## src/rtl/mfcc_frame_sched.sv

```systemverilog
// Frame scheduler: walks a sample RAM in overlapping frames and streams
// each frame to the MFCC core once it signals it can take a whole frame.
module mfcc_frame_sched #(
   parameter int ADDR_W      = 15,
   parameter int DATA_W      = 16,
   parameter int NUM_SAMPLES = 16384
) (
   input  logic              clk,
   input  logic              rst_n,
   input  logic              start,
   input  logic              fs_control,
   input  logic              fe_ready,
   input  logic [DATA_W-1:0] ram_data,
   output logic [ADDR_W-1:0] ram_addr,
   output logic [DATA_W-1:0] smp_data,
   output logic              smp_valid,
   output logic              frame_start,
   output logic              frame_last,
   output logic [7:0]        frame_idx,
   output logic              busy,
   output logic              done
);

   localparam int AW1 = ADDR_W + 1;

   typedef enum logic [2:0] {
      IDLE, WAIT_RDY, READ, DRAIN, NEXT, FIN
   } state_t;

   state_t            state_q, state_d;
   logic              len_sel_q, len_sel_d;
   logic [AW1-1:0]    base_q, base_d;
   logic [AW1-1:0]    cnt_q, cnt_d;
   logic [ADDR_W-1:0] addr_q, addr_d;
   logic [7:0]        idx_q, idx_d;
   logic              rd_q, rd_d;
   logic              rd_fst_q, rd_fst_d;
   logic              rd_lst_q, rd_lst_d;
   logic              vld_q, fst_q, lst_q;

   logic [AW1-1:0]    frame_len;
   logic [AW1-1:0]    hop_len;
   logic [AW1-1:0]    base_nxt;

   assign frame_len = len_sel_q ? AW1'(256) : AW1'(128);
   assign hop_len   = len_sel_q ? AW1'(128) : AW1'(64);
   assign base_nxt  = base_q + hop_len;

   always_comb begin
      state_d   = state_q;
      len_sel_d = len_sel_q;
      base_d    = base_q;
      cnt_d     = cnt_q;
      addr_d    = addr_q;
      idx_d     = idx_q;
      rd_d      = 1'b0;
      rd_fst_d  = 1'b0;
      rd_lst_d  = 1'b0;
      unique case (state_q)
         IDLE: begin
            if (start) begin
               len_sel_d = fs_control;
               base_d    = '0;
               idx_d     = '0;
               state_d   = WAIT_RDY;
            end
         end
         WAIT_RDY: begin
            if (fe_ready) begin
               cnt_d   = '0;
               state_d = READ;
            end
         end
         READ: begin
            addr_d   = ADDR_W'(base_q + cnt_q);
            rd_d     = 1'b1;
            rd_fst_d = (cnt_q == '0);
            rd_lst_d = (cnt_q == frame_len - AW1'(1));
            cnt_d    = cnt_q + AW1'(1);
            if (rd_lst_d) state_d = DRAIN;
         end
         DRAIN: state_d = NEXT;
         NEXT: begin
            base_d = base_nxt;
            // compared at ADDR_W+1 bits so the end test cannot wrap
            if (base_nxt + frame_len > AW1'(NUM_SAMPLES)) begin
               state_d = FIN;
            end else begin
               idx_d   = idx_q + 8'd1;
               state_d = WAIT_RDY;
            end
         end
         FIN:     state_d = IDLE;
         default: state_d = IDLE;
      endcase
   end

   always_ff @(posedge clk or negedge rst_n) begin
      if (!rst_n) begin
         state_q   <= IDLE;
         len_sel_q <= 1'b0;
         base_q    <= '0;
         cnt_q     <= '0;
         addr_q    <= '0;
         idx_q     <= '0;
         rd_q      <= 1'b0;
         rd_fst_q  <= 1'b0;
         rd_lst_q  <= 1'b0;
         vld_q     <= 1'b0;
         fst_q     <= 1'b0;
         lst_q     <= 1'b0;
      end else begin
         state_q   <= state_d;
         len_sel_q <= len_sel_d;
         base_q    <= base_d;
         cnt_q     <= cnt_d;
         addr_q    <= addr_d;
         idx_q     <= idx_d;
         rd_q      <= rd_d;
         rd_fst_q  <= rd_fst_d;
         rd_lst_q  <= rd_lst_d;
         vld_q     <= rd_q;
         fst_q     <= rd_fst_q;
         lst_q     <= rd_lst_q;
      end
   end

   // RAM data lands one cycle after the registered address
   assign ram_addr    = addr_q;
   assign smp_valid   = vld_q;
   assign smp_data    = vld_q ? ram_data : '0;
   assign frame_start = vld_q & fst_q;
   assign frame_last  = vld_q & lst_q;
   assign frame_idx   = idx_q;
   assign busy        = (state_q != IDLE);
   assign done        = (state_q == FIN);

endmodule

```

## config.mk

```make
export PLATFORM = sky130hd
export DESIGN_NAME = mfcc_frame_sched
export DESIGN_NICKNAME = d
export VERILOG_FILES = /design/src/rtl/mfcc_frame_sched.sv
export SDC_FILE = /design/constraint.sdc
export NUM_CORES = 1
export LEC_CHECK = 0
export ABC_AREA = 1
export CORE_AREA = 4 4 94 96
export DETAILED_ROUTE_END_ITERATION = 10
export DIE_AREA = 0 0 98 100
export GPL_TIMING_DRIVEN = 0
export PLACE_DENSITY = 0.7
export REMOVE_ABC_BUFFERS = 1
export SKIP_CTS_REPAIR_TIMING = 1
export SYNTH_ARGS = -nofsm -noshare
export SYNTH_HDL_FRONTEND = slang
export SYNTH_SLANG_ARGS = --single-unit
```

## constraint.sdc

```tcl
create_clock -name clk -period 3.7 [get_ports clk]
set_input_delay 0.74 -clock clk [delete_from_list [all_inputs] [get_ports clk]]
set_output_delay 0.74 -clock clk [all_outputs]
set_load 0.05 [all_outputs]
```

==> impl_summary.txt <==
----------------------------------------------------
[Clock network]
  Clock-pin transition on the worst setup and hold timing paths ... 0.07 ns
  Clock tree sinks ... 59
  Cts bufs inserted ... 9
  TritonCTS clock tree ... done
  Clock root buffer ... clkbuf_8
  Number of levels in the clock H-tree ... 3
  Skew-Pair Late Insertion Delay ... 0.33 ns
  Clk buf depth ... 2

[Logic synthesis]
  Yosys reg bits ... 59
  Cell type contributing the most total cell area after synthesis ... dfrtp_1
  Number of flops mapped to enable cells by yosys ... 0
  Gate count of the mapped netlist ... 470
  Cell area after synthesis ... 0.003563 mm2
  Post-Synthesis Mean Instance Area ... 7.582 um2
  YS warnings ... 0
  Library cell with the highest instance count after synthesis ... nand2_1
  Sequential cell area fraction in the yosys report ... 41.43%
  Library cells used by synthesis ... 40
  Share of synthesized flip-flops with an asynchronous set or reset ... 100.0%
  Most frequent cells after synthesis ... nand2_1, inv_1, dfrtp_1
  Fraction of post-synthesis cell area in the top cell type by area ... about 41%
  Main flop type after synthesis ... dfrtp_1
  Dominant cells by area after synthesis ... dfrtp_1, nand2_1, inv_1, nand3_1, ha_1

[Final layout]
  Share of final-layout standard cells stronger than drive strength 1 ... 6.852%
  Final nets ... 575
  Fin area ... 0.004503 mm2
  Number of inserted diodes ... 0
  Non-filler cells, final ... 645
  Syn-to-layout area delta ... 26.37%

[Pwr]
  Proportion of total power due to net switching ... 44.95%
  Relative contribution of sequential cells to total power ... between 30% and 40%
  Peak supply drop ... 0.4714 mV
  Net switching power ... between 1 and 1.5 mW
  Internal power ... 1.637 mW
  Share of total power in the clock network ... 20.6%
  Power density over the cells ... between 600 and 700 mW/mm2
  Gate power share ... 47.7%
  Leak pwr ... approximately 2.3 nW

[Global route]
  Initial antenna violation count ... 0
  GR Util All Layers ... 16.87%
  Remaining Overflow, GRT ... 0
  Via count of the first global-routing pass ... approximately 3100
  Wire length of the first global-routing pass ... 13660 um
  Largest net degree at the start of global routing ... 34

[Floorplan]
  Boundary pin count ... 65
  Overall die area ... 0.009800 mm2
  Die extent in x ... 98 um
  Area of the core ... 0.008051 mm2
  Num rows ... 33
  Starting utilization of the core area ... 44.26%
  Chip height ... 100 um

[Drt]
  Mean routed wirelength per cell ... around 12 um
  Drc violations ... 0
  Iteration-0 DRC count of the detailed router ... 149
  Antenna viol nets, final ... 0
  Detail-routed via count per cell ... a little under 5
  Total wire length ... 7979 um
  Detailed-route via count ... around 3200
  1st-pass router iterations ... 4

[Worst setup path]
  Worst Path Class, Setup ... reg2reg
  Worst endpoint required time ... 3.93 ns
  Crit path max-delay family ... simple AND/OR/NAND/NOR gates
  Largest fanout of any net on the critical path ... 9
  Arrival time at the worst endpoint ... 3.64 ns
  Cell-by-cell trace of the critical path ... inv_1 > ha_1 > fa_1 > nand2_4 > inv_1 > nor2_1 > fa_1 > or3_1 > nor2_1 > nand2_1 > nor2_1 > nand3_1 > nand2_2 > nand2_4 > nand2_8 > nand2_8 > nand2_1 > nand2_1
  Worst setup SP type ... flop
  Slowest-stage cell, CP ... dfrtp_2
  Biggest cell delay along the critical path ... around 0.46 ns
  Category of the worst setup path capture point ... flop
  Count of buffering cells on the critical path with inverters included ... 2

[Timing]
  Maximum clock frequency ... 0.2936 GHz
  Final Max Tran Viols ... 0
  Slew of the pin with the lowest slew margin ... slightly above 0.8 ns
  Fin crit period ... about 3.4 ns
  Tightest slew margin relative to the limit ... 45.72%
  Unrepaired setup endpoints after global routing ... false
  Worst Clk Skew ... ~0.010 ns
  Number of hold-slack violations in the final timing report ... 0
  Ratio of final minimum period to clock period ... 92.05%
  # setup viols final ... 0

[Placed design]
  Total of buffers placed on input and output ports ... 64
  DP Cell Count ... 631
  Weighted congestion reported at the end of routability-driven placement ... a little under 0.9
  Placed cell areas ... 0.004305 mm2
  Final HPWL DP ... 5948 um

[Status]
  Run status ... finished clean

[Run]
  Count of maximum capacitance violations ... 0

[Min path]
  Tightest Hold Check Type ... reg2reg

----------------------------------------------------
through the flow:
step / utilization [%] / total power [mW] / hold WS, ns / worst slack, ns / setup TNS (ns)
after floorplan: - / 1.915 / 0.3312 / 0.5821 / 0
after global placement: 53.29 / 2.357 / 0.3320 / -0.04453 / -2.421
after detailed placement: 53.47 / 2.376 / 0.3365 / 0.1837 / 0
after CTS: 55.91 / 3.001 / 0.3516 / 0.1516 / 0
after global routing: 55.93 / 3.178 / 0.3608 / 0.05311 / 0
final: 55.93 / 2.974 / 0.3491 / 0.2940 / 0
final timing paths:
kind,start,slack (ns),cells after the start,to
worst max-delay path,len_sel_q,0.29,18,frame_idx[2]
worst min-delay path,rd_q,0.35,0,smp_valid
worst max register to register,len_sel_q,0.29,18,frame_idx[2]
worst min register to register,rd_q,0.35,0,smp_valid
max in group asynchronous,rst_n,2.65,2,cnt_q[11]
min in group asynchronous,rst_n,0.43,1,frame_idx[4]
power by group through the flow:
stage,registers (mW),clock network [mW],logic (mW)
after floorplan,1.22,0,0.693
after global placement,0.948,0,1.41
after detailed placement,0.955,0,1.42
after CTS,0.944,0.627,1.43
after global routing,0.970,0.655,1.55
final,0.943,0.611,1.42
final cells by class:
| cell class | instances | area (um2) |
|---|---|---|
| clock buffer | 11 | 131.4 |
| clock inverter | 3 | 65.06 |
| fill | 765 | 3548 |
| inverter | 72 | 270.3 |
| sequential | 59 | 1478 |
| multi-input combinational | 330 | 1772 |
| timing repair buffer | 65 | 655.6 |
| tap | 105 | 131.4 |
cell families (layout without fill, tap and decap cells):
group,after synthesis,in the layout,synth area share [%]
buf+inv,81,151,8.848
compound gates,55,55,9.129
flops,59,59,41.43
fa+ha+maj,17,17,6.390
simple gates,248,248,31.67
mux,1,1,0.3160
xor+xnor,9,9,2.212
layer usage:
layer	track usage [%]	vias up	part of all wire [%]
li1	-	1643	-
met1	21.95	1461	47
met2	27.49	84	46
met3	2.919	11	5.4
met4	7.987	0	1.8
met5	0	-	0
state kept, by name (all words and copies together) (netlist names):
signal,cells
lst_q,1
rd_fst_q,1
state_q,3
frame_idx,8
smp_valid,1
ram_addr,15
cnt_q,16
rd_q,1
base_q,10
rd_lst_q,1
fst_q,1
len_sel_q,1
placed cells by master (no fill, tap or decap), types with 2 or more instances in the layout:
cell type          n
o21ai_0           21
nand3_2            2
xor2_1             6
nand2_8            2
nand4_1            5
dfrtp_1           58
a21oi_1           10
o22ai_1           10
nand2_1          129
nor2_1            44
nand3_1           38
bufinv_16          2
inv_2              4
nor2_2             2
nor2_4             2
nand2_4            2
nand2_2            5
o21ai_1            2
clkdlybuf4s50_1   63
xnor2_1            3
nor3b_1            3
o31ai_1            2
a22o_1             3
clkbuf_8           9
nor3_1             9
ha_1              15
clkbuf_1           2
inv_1             67
fa_1               2
a21o_1             3
Power figures use the tool's default switching activity.
